## config.mk

```make
export PLATFORM = sky130hd
export DESIGN_NAME = serial_t
export DESIGN_NICKNAME = d
export VERILOG_FILES = /design/src/rtl/serial_t.sv
export SDC_FILE = /design/constraint.sdc
export NUM_CORES = 1
export LEC_CHECK = 0
export CORE_ASPECT_RATIO = 1.4
export CORE_UTILIZATION = 62
export DETAILED_ROUTE_END_ITERATION = 8
export PLACE_DENSITY = 0.95
export SETUP_SLACK_MARGIN = 0.4
export SLEW_MARGIN = 20
export SYNTH_ARGS = -nofsm -noshare
export SYNTH_HDL_FRONTEND = slang
export SYNTH_SLANG_ARGS = --single-unit
```

## constraint.sdc

```tcl
create_clock -name m_clock -period 5.89 [get_ports m_clock]
set_input_delay 0.589 -clock m_clock [delete_from_list [all_inputs] [get_ports m_clock]]
set_output_delay 0.589 -clock m_clock [all_outputs]
set_load 0.01 [all_outputs]
```

## src/rtl/serial_t.sv

```systemverilog
// serial_t: MSB-first serial transmitter with start bit, 8 data bits and stop bit(s).
// Define SERIAL_T_STOP2_EN to send two stop bits instead of one.
module serial_t #(
   parameter int BIT_CYCLES = 5201
) (
   input  logic       m_clock,
   input  logic       _proc_start_reset,
   input  logic [7:0] DATA,
   input  logic       launch,
   output logic       TXD,
   output logic       busy,
   output logic       complete
);

   typedef enum logic [1:0] {S_IDLE, S_START, S_DATA, S_STOP} state_t;

   localparam logic [15:0] LAST     = 16'(BIT_CYCLES - 1);
   localparam logic [15:0] PRE_LAST = 16'(BIT_CYCLES - 2);

   state_t      state;
   logic [15:0] cnt;
   logic [2:0]  idx;
   logic [7:0]  shreg;
   logic        last_stop;

`ifdef SERIAL_T_STOP2_EN
   logic stop_sec;
   assign last_stop = stop_sec;
`else
   assign last_stop = 1'b1;
`endif

   assign busy = (state != S_IDLE);

   // TXD is loaded with the level of the bit that starts on this edge.
   always_ff @(posedge m_clock or posedge _proc_start_reset) begin
      if (_proc_start_reset) begin
         state    <= S_IDLE;
         TXD      <= 1'b1;
         complete <= 1'b0;
         cnt      <= 16'd0;
         idx      <= 3'd0;
         shreg    <= 8'h00;
`ifdef SERIAL_T_STOP2_EN
         stop_sec <= 1'b0;
`endif
      end else begin
         complete <= 1'b0;
         case (state)
            S_IDLE: begin
               if (launch) begin
                  shreg <= DATA;
                  cnt   <= 16'd0;
                  idx   <= 3'd0;
                  TXD   <= 1'b0;
                  state <= S_START;
               end
            end
            S_START: begin
               if (cnt == LAST) begin
                  cnt   <= 16'd0;
                  TXD   <= shreg[7];
                  state <= S_DATA;
               end else begin
                  cnt <= cnt + 16'd1;
               end
            end
            S_DATA: begin
               if (cnt == LAST) begin
                  cnt <= 16'd0;
                  if (idx == 3'd7) begin
                     TXD   <= 1'b1;
                     state <= S_STOP;
`ifdef SERIAL_T_STOP2_EN
                     stop_sec <= 1'b0;
`endif
                  end else begin
                     idx   <= idx + 3'd1;
                     shreg <= {shreg[6:0], 1'b0};
                     TXD   <= shreg[6];
                  end
               end else begin
                  cnt <= cnt + 16'd1;
               end
            end
            S_STOP: begin
               if (cnt == LAST) begin
                  cnt <= 16'd0;
                  if (last_stop) state <= S_IDLE;
`ifdef SERIAL_T_STOP2_EN
                  else stop_sec <= 1'b1;
`endif
               end else begin
                  cnt <= cnt + 16'd1;
                  // Registered pulse lands on the final cycle of the last stop bit.
                  if (cnt == PRE_LAST && last_stop) complete <= 1'b1;
               end
            end
            default: state <= S_IDLE;
         endcase
      end
   end

endmodule

```

== Word level (Yosys, flattened, before mapping) ==
Cells that the tools add are included.

* Memories kept: 0
* Memory bits (read-only): 0
* Memory bits (writable): 0
* Latch bits: 0
* Bits of input ports: 11
* Output and inout bits: 3
* Flip-flop bits (word level): 31

* Div/mod/pow operators: 0
* Bitwise logic cells: 0
* $mul: 0
* Eq/ne operators: 12
* Reduce and logical (&&, ||, !) cells: 8
* Magnitude comparators: 0
* Shifts and indexed selects: 0
* Multiplexer cells: 25
* Add/subtract/negate cells: 2

{| class="wikitable"
|+ Operator list
! cell !! number
|-
| $eq A16 B13 Y1 const B || 2
|-
| $mux W16 || 2
|-
| $pmux W16 S2 || 1
|-
| $mux W8 || 3
|-
| $add A16 B1 Y16 const B || 1
|-
| $pmux W8 S2 || 1
|-
| $ne A2 B2 Y1 const B || 6
|-
| $mux W2 || 5
|-
| $mux W3 || 3
|-
| $pmux W2 S4 || 1
|-
| $reduce_and A4 Y1 || 2
|-
| $mux W1 || 7
|-
| $pmux W3 S2 || 1
|-
| $reduce_and A5 Y1 || 1
|-
| $eq A2 B2 Y1 const B || 2
|-
| $reduce_bool A2 Y1 || 2
|-
| $add A3 B1 Y3 const B || 1
|-
| $eq A3 B3 Y1 const B || 1
|-
| $pmux W1 S3 || 1
|-
| $reduce_bool A3 Y1 || 1
|-
| $reduce_or A3 Y1 || 1
|-
| $eq A2 B1 Y1 const B || 1
|-
| $logic_not A2 Y1 || 1
|}

== Longest topological paths before layout ==
Gate-level depths: netlist of the first run.

* Depth in word-level cells: 4
* Gate-level depth with buffers: 8
* Mapped depth without buffers: 6

== Worst setup path before layout of the first run ==
No wires, ideal clock.

* Path type: flip-flop to flip-flop
* Start point: register state[0]
* End point: register shreg[2]
* Period minus slack after synthesis: 1.841 ns
* Setup slack: 4.049 ns
* Arrival time: 1.717 ns
* Buffers on the path: 1
* Library setup time: 0.124 ns
* Stages on the path, launching flop included: 8
* Required time: 5.766 ns
* Path through: dfrtp_1 -> inv_1 -> ha_1 -> nand2b_1 -> o211ai_1 -> clkbuf_1 -> nor3_1 -> a211o_1

* Word-level cells in the longest chain between the ends: 3
* Elaborated cells on any way between the ends: 8
* Classes of those cells: 4 x eq/ne; 1 x mux; 3 x reduce/logical

{| class="wikitable"
|+ Ends and longest elaborated chain
! item !! RTL line !! source
|-
| start, declared || 20 || <nowiki>state_t state;</nowiki>
|-
| start signal, assigned || 38 || <nowiki>state <= S_IDLE;</nowiki>
|-
| start signal, assigned || 56 || <nowiki>state <= S_START;</nowiki>
|-
| start signal, assigned || 63 || <nowiki>state <= S_DATA;</nowiki>
|-
| $eq A2 B2 Y1 / $logic_not A2 Y1 (equally long branches) || 49 || <nowiki>case (state)</nowiki>
|-
| $ne A2 B2 Y1 (no line) / $reduce_bool A2 Y1 (equally long branches) || -- ||
|-
| $reduce_and A4 Y1 (no line) || -- ||
|-
| end signal, assigned || 79 || <nowiki>shreg <= {shreg[6:0], 1'b0};</nowiki>
|-
| end, declared || 23 || <nowiki>logic [7:0] shreg;</nowiki>
|}

Parallel ways exist; a longest one is shown, timed or not.
A chain may end at the register's enable or synchronous reset.

== Final worst setup path of the first run ==
* Start point: register cnt[0]
* End point: register cnt[7]

* Word-level cells in the longest chain between the ends: 3
* Elaborated cells on any way between the ends: 4
* Classes of those cells: 1 x add/sub; 1 x eq/ne; 2 x mux

{| class="wikitable"
|+ Ends and longest elaborated chain
! item !! RTL line !! source
|-
| start, declared || 21 || <nowiki>logic [15:0] cnt;</nowiki>
|-
| start signal, assigned || 65 || <nowiki>cnt <= cnt + 16'd1;</nowiki>
|-
| start signal, assigned || 83 || <nowiki>cnt <= cnt + 16'd1;</nowiki>
|-
| start signal, assigned || 94 || <nowiki>cnt <= cnt + 16'd1;</nowiki>
|-
| $add A16 B1 Y16 / $eq A16 B13 Y1 (equally long branches) || -- ||
|-
| $mux W16 (*) || 60, 69, 87 ||
|-
| $pmux W16 S2 (*) || 49 ||
|}

Mark *: on every way between the ends. The rest lies on a longest branch, timed or not.

==> impl_results.md, run 1 <==
* Post-DRT Antenna Nets at 0
* RSZ-0062 raised after global routing: no
* Int Pwr at 0.315 mW
* Slew Viols, Final at 0
* FP Rows at 23
* CTS Buf Count at 5
* Clock Sinks at 31
* Synth warn at 0
* Fmax at 377 MHz
* Skew-Pair Late Insertion Delay at 290 ps
* Port bufs at 13
* Fin nets at 227
* DRC at 0
* Die Y-Extent at 67.8 um
* Ant. Diodes at 0
* Largest area contributor in the netlist: dfrtp_1
* Share of layout cells above drive strength 1 at 0.111
* Core Area at 2910 sq um
* Most common library cells after synthesis: dfrtp_1, nand2_1, nand3_1, ha_1, nand4_1
* Mapped cell area at 1920 sq um
* Vias in the first global route at 1655
* Synth top area cells: dfrtp_1, ha_1, nand3_1
* Clock power frac at 0.436
* H-tree levels at 2
* Hold Path Depth at 1
* Comb power frac at 0.031
* Endpoints failing hold at 0
* Pwr per Cell Area at 189 nW/um^2
* R2R Path End: cnt[7]
* Starting Density at 0.660
* Worst slew pin tran at 1030 ps
* Placed Cells at 236
* Cts hold-fix bufs at 0
* Post-synth EDFFs at 0
* Worst slew margin at 0.312
* Hold_sp: idx[0]
* Synth-to-Final Area Change at 10.8%
* Netlist cell types at 59
* Synth Flop Type: dfrtp_1
* Setup-failing EPs final at 0
* Kind of start point of the critical path: flop
* Part of the power in registers at 0.533
* Drt wl/cell at 17.9 um
* Max IR drop VDD at 0.000186 V
* Initial antenna violation count at 0
* Die width at 49.0 um
* NetSw at 0.0873 mW
* Worst r2r path cells at 6
* First-pass GRT wire length at 7360 um
* Worst Hold Class: flop to flop
* Clock transition at the registers of the reported paths at 70 ps
* Top cell type's share of synthesized area at 0.391
* WHS Endpoint: idx[0]
* Routability cong. at 0.874
* Leak at 0.873 nW
* Net Count, Synth at 216
* Setup TNS at 0 ps
* Setup Crit Path Kind: flop to flop
* R2r setup slk at 3240 ps
* Maximum root-to-sink buffer count at 2
* CTS root buf: clkbuf_8
* DRT Wirelength at 4370 um
* Crit path capture type: flop
* Final Cycle Share at 0.450
* Crit-path max FO at 15
* Via count at 1594
* Mapped Cells at 195
* Detailed Routing Iterations Pass 1 at 4
* Switch share at 0.217
* Worst Path Required at 6030 ps
* Status: completed
* Largest net degree at the start of global routing at 32
* Max_cap viols at 0
* Critical path arrival at 2800 ps
* Seq/Total Area, Yosys at 0.405
* Fillers at 203
* Crit Reg-Reg Startpoint: cnt[0]
* Global Route Usage Sum at 0.299
* Die area at 3320 sq um
* Clock skew at 13.0 ps
* Resized Gates After CTS at 0
* Count leader, synth: dfrtp_1
* Tmin final at 2650 ps
* Layout Cells excl Fill at 244
* Gr ovfl total at 0
* Initial DRC count at 49
* FF+latch count, synth at 31
* Post-synth ARST share at 1.00
* DP Wirelength at 3030 um
* Post-CTS setup buffers at 0
* I/O pin total at 14
* Vias per cell at 6.53
* Clock tree from TritonCTS: done
* Synthesized area per cell at 9.84 sq um
-- cell type report --
class / instances / area [sq um] / share of cell area
Clock buffer: 7 / 86.3 / 0.0406
Clock inverter: 1 / 5.00 / 0.00236
Inverter: 8 / 30.0 / 0.0141
Multi-Input combinational cell: 146 / 1040 / 0.491
Sequential cell: 31 / 777 / 0.366
Tap cell: 37 / 46.3 / 0.0218
Timing Repair Buffer: 14 / 138 / 0.0648
-- power by group through the flow --
stage | clock (mW) | sequential, mW | combinational, mW
final | 0.175 | 0.214 | 0.0124
after floorplan | 0 | 0.218 | 0.00402
after CTS | 0.174 | 0.214 | 0.0127
after global routing | 0.183 | 0.214 | 0.0140
after global placement | 0 | 0.218 | 0.0122
after detailed placement | 0 | 0.218 | 0.0127
-- state kept, by name, indices dropped and copies added (netlist names) --
name,count
cnt,16
shreg,8
idx,3
state,2
TXD,1
complete,1
-- metal layers --
metal | GRT usage | vias up | wire [um]
met5 | 0 | - | 0
met4 | 0.184 | 0 | 125
met3 | 0.0711 | 17 | 169
met2 | 0.543 | 46 | 2430
met1 | 0.315 | 784 | 1650
li1 | - | 747 | -
-- worst max-delay path: stages, from the launching register on --
cell and delay [ps]:
dfrtp_1 410, inv_1 100, ha_1 140, nor4bb_1 450, and4_1 730, o21a_1 520
o22ai_1 170
-- through the flow --
step                hold WS (ps)  worst slack [ps]  power [mW]  cell area, sq um  utilization
global placement             477              3190       0.230              2030        0.700
finish                       514              3240       0.402              2120        0.731
CTS                          510              3290       0.401              2120        0.731
global route                 520              3160       0.411              2120        0.731
floorplan                    457              4050       0.222              1920            -
detailed placement           502              3080       0.231              2030        0.700
-- worst max-delay path by stage --
stage	from	to	slack (ps)
final	cnt[0]	cnt[7]	3240
after global routing	cnt[1]	cnt[7]	3160
after CTS	cnt[0]	cnt[7]	3290
after detailed placement	launch	shreg[0]	3080
after global placement	launch	shreg[0]	3190
after floorplan	state[0]	shreg[2]	4050
-- cell families after synthesis --
group                    Yosys count  synth area share
AO/OA/AOI/OAI                     44             0.170
buffers and inverters             18            0.0515
adder cells (fa/ha/maj)           10            0.0652
AND/OR/NAND/NOR                   85             0.272
XOR/XNOR                           5            0.0228
flip-flops                        31             0.405
multiplexers                       2            0.0130
-- cell usage in the layout (no fill, tap or decap), types with 3 or more instances in the layout --
cell / instances
a211o_1: 3
a21oi_1: 7
clkbuf_8: 6
clkdlybuf4s50_1: 13
dfrtp_1: 30
ha_1: 10
inv_1: 8
nand2_1: 16
nand3_1: 13
nand4_1: 10
nor2_1: 8
nor3_1: 7
o21ai_0: 9
o31ai_1: 4
or3_1: 3
or4_1: 3
xor2_1: 5
No activity file was read; power rests on OpenSTA's default activity.
==> run 2: changes to the inputs <==
Settings changed: CORE_UTILIZATION 62 to 52, PLACE_DENSITY 0.95 to 0.87.
Clock period 5.89 ns to 2.2 ns, I/O delays scaled along.
==> run 2 against run 1 <==
Compared with the run above: sequential share of layout area shrank 4.5 points; power grew to 2.7 times the previous value; first-iteration DRC count decreased by 6.1%; critical path depth is 1 higher; via count rose by 2.8%; critical path type unchanged; largest cell class unchanged.
==> impl_results.md, run 2 (synthesis results as in run 1) <==
* Status: completed
* Clock skew at 2.80 ps (-10.2 ps)
* Largest net degree at the start of global routing at 32 (unchanged)
* Critical path arrival at 2020 ps (-780 ps)
* RSZ-0062 raised after global routing: yes
* Gr ovfl total at 0 (unchanged)
* Pwr per Cell Area at 455 nW/um^2 (+140%)
* Initial antenna violation count at 0 (unchanged)
* Setup-failing EPs final at 0 (unchanged)
* Multi-input gate area at 1140 sq um (+9.6%)
* DP Wirelength at 2900 um (-4.3%)
* Share of layout cells above drive strength 1 at 0.262 (+0.151)
* Leak at 0.991 nW (+14%)
* Post-route cell area at 2420 sq um (+14%)
* Dpl ws at 127 ps (-2950 ps)
* Post-DRT Antenna Nets at 0 (unchanged)
* Port bufs at 13 (unchanged)
* Worst slew pin tran at 403 ps (-625 ps)
* Final Cycle Share at 0.822 (+0.371)
* Slew Viols, Final at 0 (unchanged)
* Fillers at 250 (+23%)
* Setup TNS at 0 ps (unchanged)
* Ant. Diodes at 0 (unchanged)
* Vias in the first global route at 1573 (-5.0%)
* Worst slew margin at 0.731 (+0.420)
* CTS Buf Count at 5 (unchanged)
* FP Rows at 25 (+8.7%)
* Clock Sinks at 31 (unchanged)
* Synth-to-Final Area Change at 26.2%
* Skew-Pair Late Insertion Delay at 290 ps (about the same)
* Largest regs: cnt (16), shreg (8), idx (3)
* Maximum root-to-sink buffer count at 2 (unchanged)
* Most frequent cells in the layout: dfrtp_1, buf_4, nand2_1, nand3_1, clkdlybuf4s50_1
* Die width at 53.3 um (+8.8%)
* Fin nets at 249 (+9.7%)
* Initial DRC count at 46 (-6.1%)
* Starting Density at 0.557 (-0.102)
* First-pass GRT wire length at 7120 um (-3.3%)
* Endpoints failing hold at 0 (unchanged)
* Crit path capture type: flop
* Core Area at 3440 sq um (+18%)
* DP Area at 2110 sq um (+3.9%)
* Via count at 1639 (+2.8%)
* Die Y-Extent at 73.9 um (+8.9%)
* Commonest non-fill, non-tap cell in the layout: dfrtp_1
* Max IR drop VDD at 0.000461 V (+150%)
* I/O pin total at 14 (unchanged)
* Kind of start point of the critical path: flop
* DRT Wirelength at 4480 um (+2.5%)
* Storage cell area at 777 sq um (unchanged)
* Register with the most flip-flops: cnt
* Detailed Routing Iterations Pass 1 at 4 (unchanged)
* H-tree levels at 2 (unchanged)
* Routability cong. at 0.849 (-2.9%)
* Overall Power at 1.10 mW (+170%)
* Worst Path Required at 2410 ps (-3620 ps)
* Clock transition at the registers of the reported paths at 60 ps (about the same)
* DRC at 0 (unchanged)
* CTS root buf: clkbuf_8
* Setup Crit Path Kind: flop to flop
* Clock tree from TritonCTS: done
* Worst Hold Class: input port to async pin
* Cts hold-fix bufs at 0 (unchanged)
* Final worst slack at 393 ps (-2840 ps)
* Tmin final at 1810 ps (-845 ps)
* Drt wl/cell at 16.7 um (-7.0%)
* Fmax at 553 MHz (+47%)
* Crit-path max FO at 8 (-7)
* Max_cap viols at 0 (unchanged)
* Global Route Usage Sum at 0.252 (-0.0472)
* Vias per cell at 6.09 (-6.7%)
* Die area at 3940 sq um (+19%)
* Largest register FFs at 16 (unchanged)
-- run 2: cell count changes in the layout (fill, tap and decap cells not counted), moves of 3 or more --
cell / delta
inv_2: +3
buf_4: +19
inv_1: -3
ha_1: -4
ha_4: +3
-- run 2: power by group --
group	total, mW	switching, mW	internal (mW)
Combinational	0.0336	0.0146	0.0191
Sequential	0.573	0.00115	0.572
Clock	0.494	0.209	0.285
Total	1.10	0.225	0.876
-- run 2: final cells by class --
class | count | area share
Tap cell | 40 | 0.0207
Inverter | 8 | 0.0124
Timing Repair Buffer | 36 | 0.132
Multi-Input combinational cell | 146 | 0.472
Clock buffer | 8 | 0.0414
Sequential cell | 31 | 0.321
-- run 2: worst paths after layout --
check                                  start        to  slack, ps  depth (start not counted)
hold / removal             _proc_start_reset   cnt[14]        320                          3
setup / recovery                      cnt[1]    cnt[0]        390                          7
setup reg to reg                      cnt[1]    cnt[0]        390                          7
min in group m_clock                 DATA[1]  shreg[1]        490                          3
hold reg to reg                     shreg[0]  shreg[0]        510                          1
max in group asynchronous  _proc_start_reset       TXD       1560                          3
-- run 2: per-layer routing --
metal  global-route usage  vias to the layer above  part of all wire
li1                     -                      795                 -
met1                0.293                      795              0.40
met2                0.414                       35              0.54
met3               0.0663                       14             0.029
met4                0.129                        0             0.026
met5                    0                        -                 0
-- run 2: worst max-delay path, stage by stage (launching register included) --
cell and delay, ps:
dfrtp_1 400, inv_2 70, ha_4 150, nor4bb_4 150, and4_4 240, buf_8 140, or4_1 510, o21ai_1 90
-- run 2: timing repair --
item,CTS,global route
setup endpoints to repair,27,21
buffers inserted,6,6
gates resized for setup,14,14
cloned,0,0
pin swaps,2,3
-- run 2: per-stage QoR --
| step | hold slack [ps] | utilization | instances |
|---|---|---|---|
| floorplan | 323 | - | 195 |
| global placement | 472 | 0.614 | 249 |
| detailed placement | 491 | 0.614 | 249 |
| CTS | 329 | 0.673 | 263 |
| global route | 353 | 0.703 | 269 |
| finish | 316 | 0.703 | 269 |
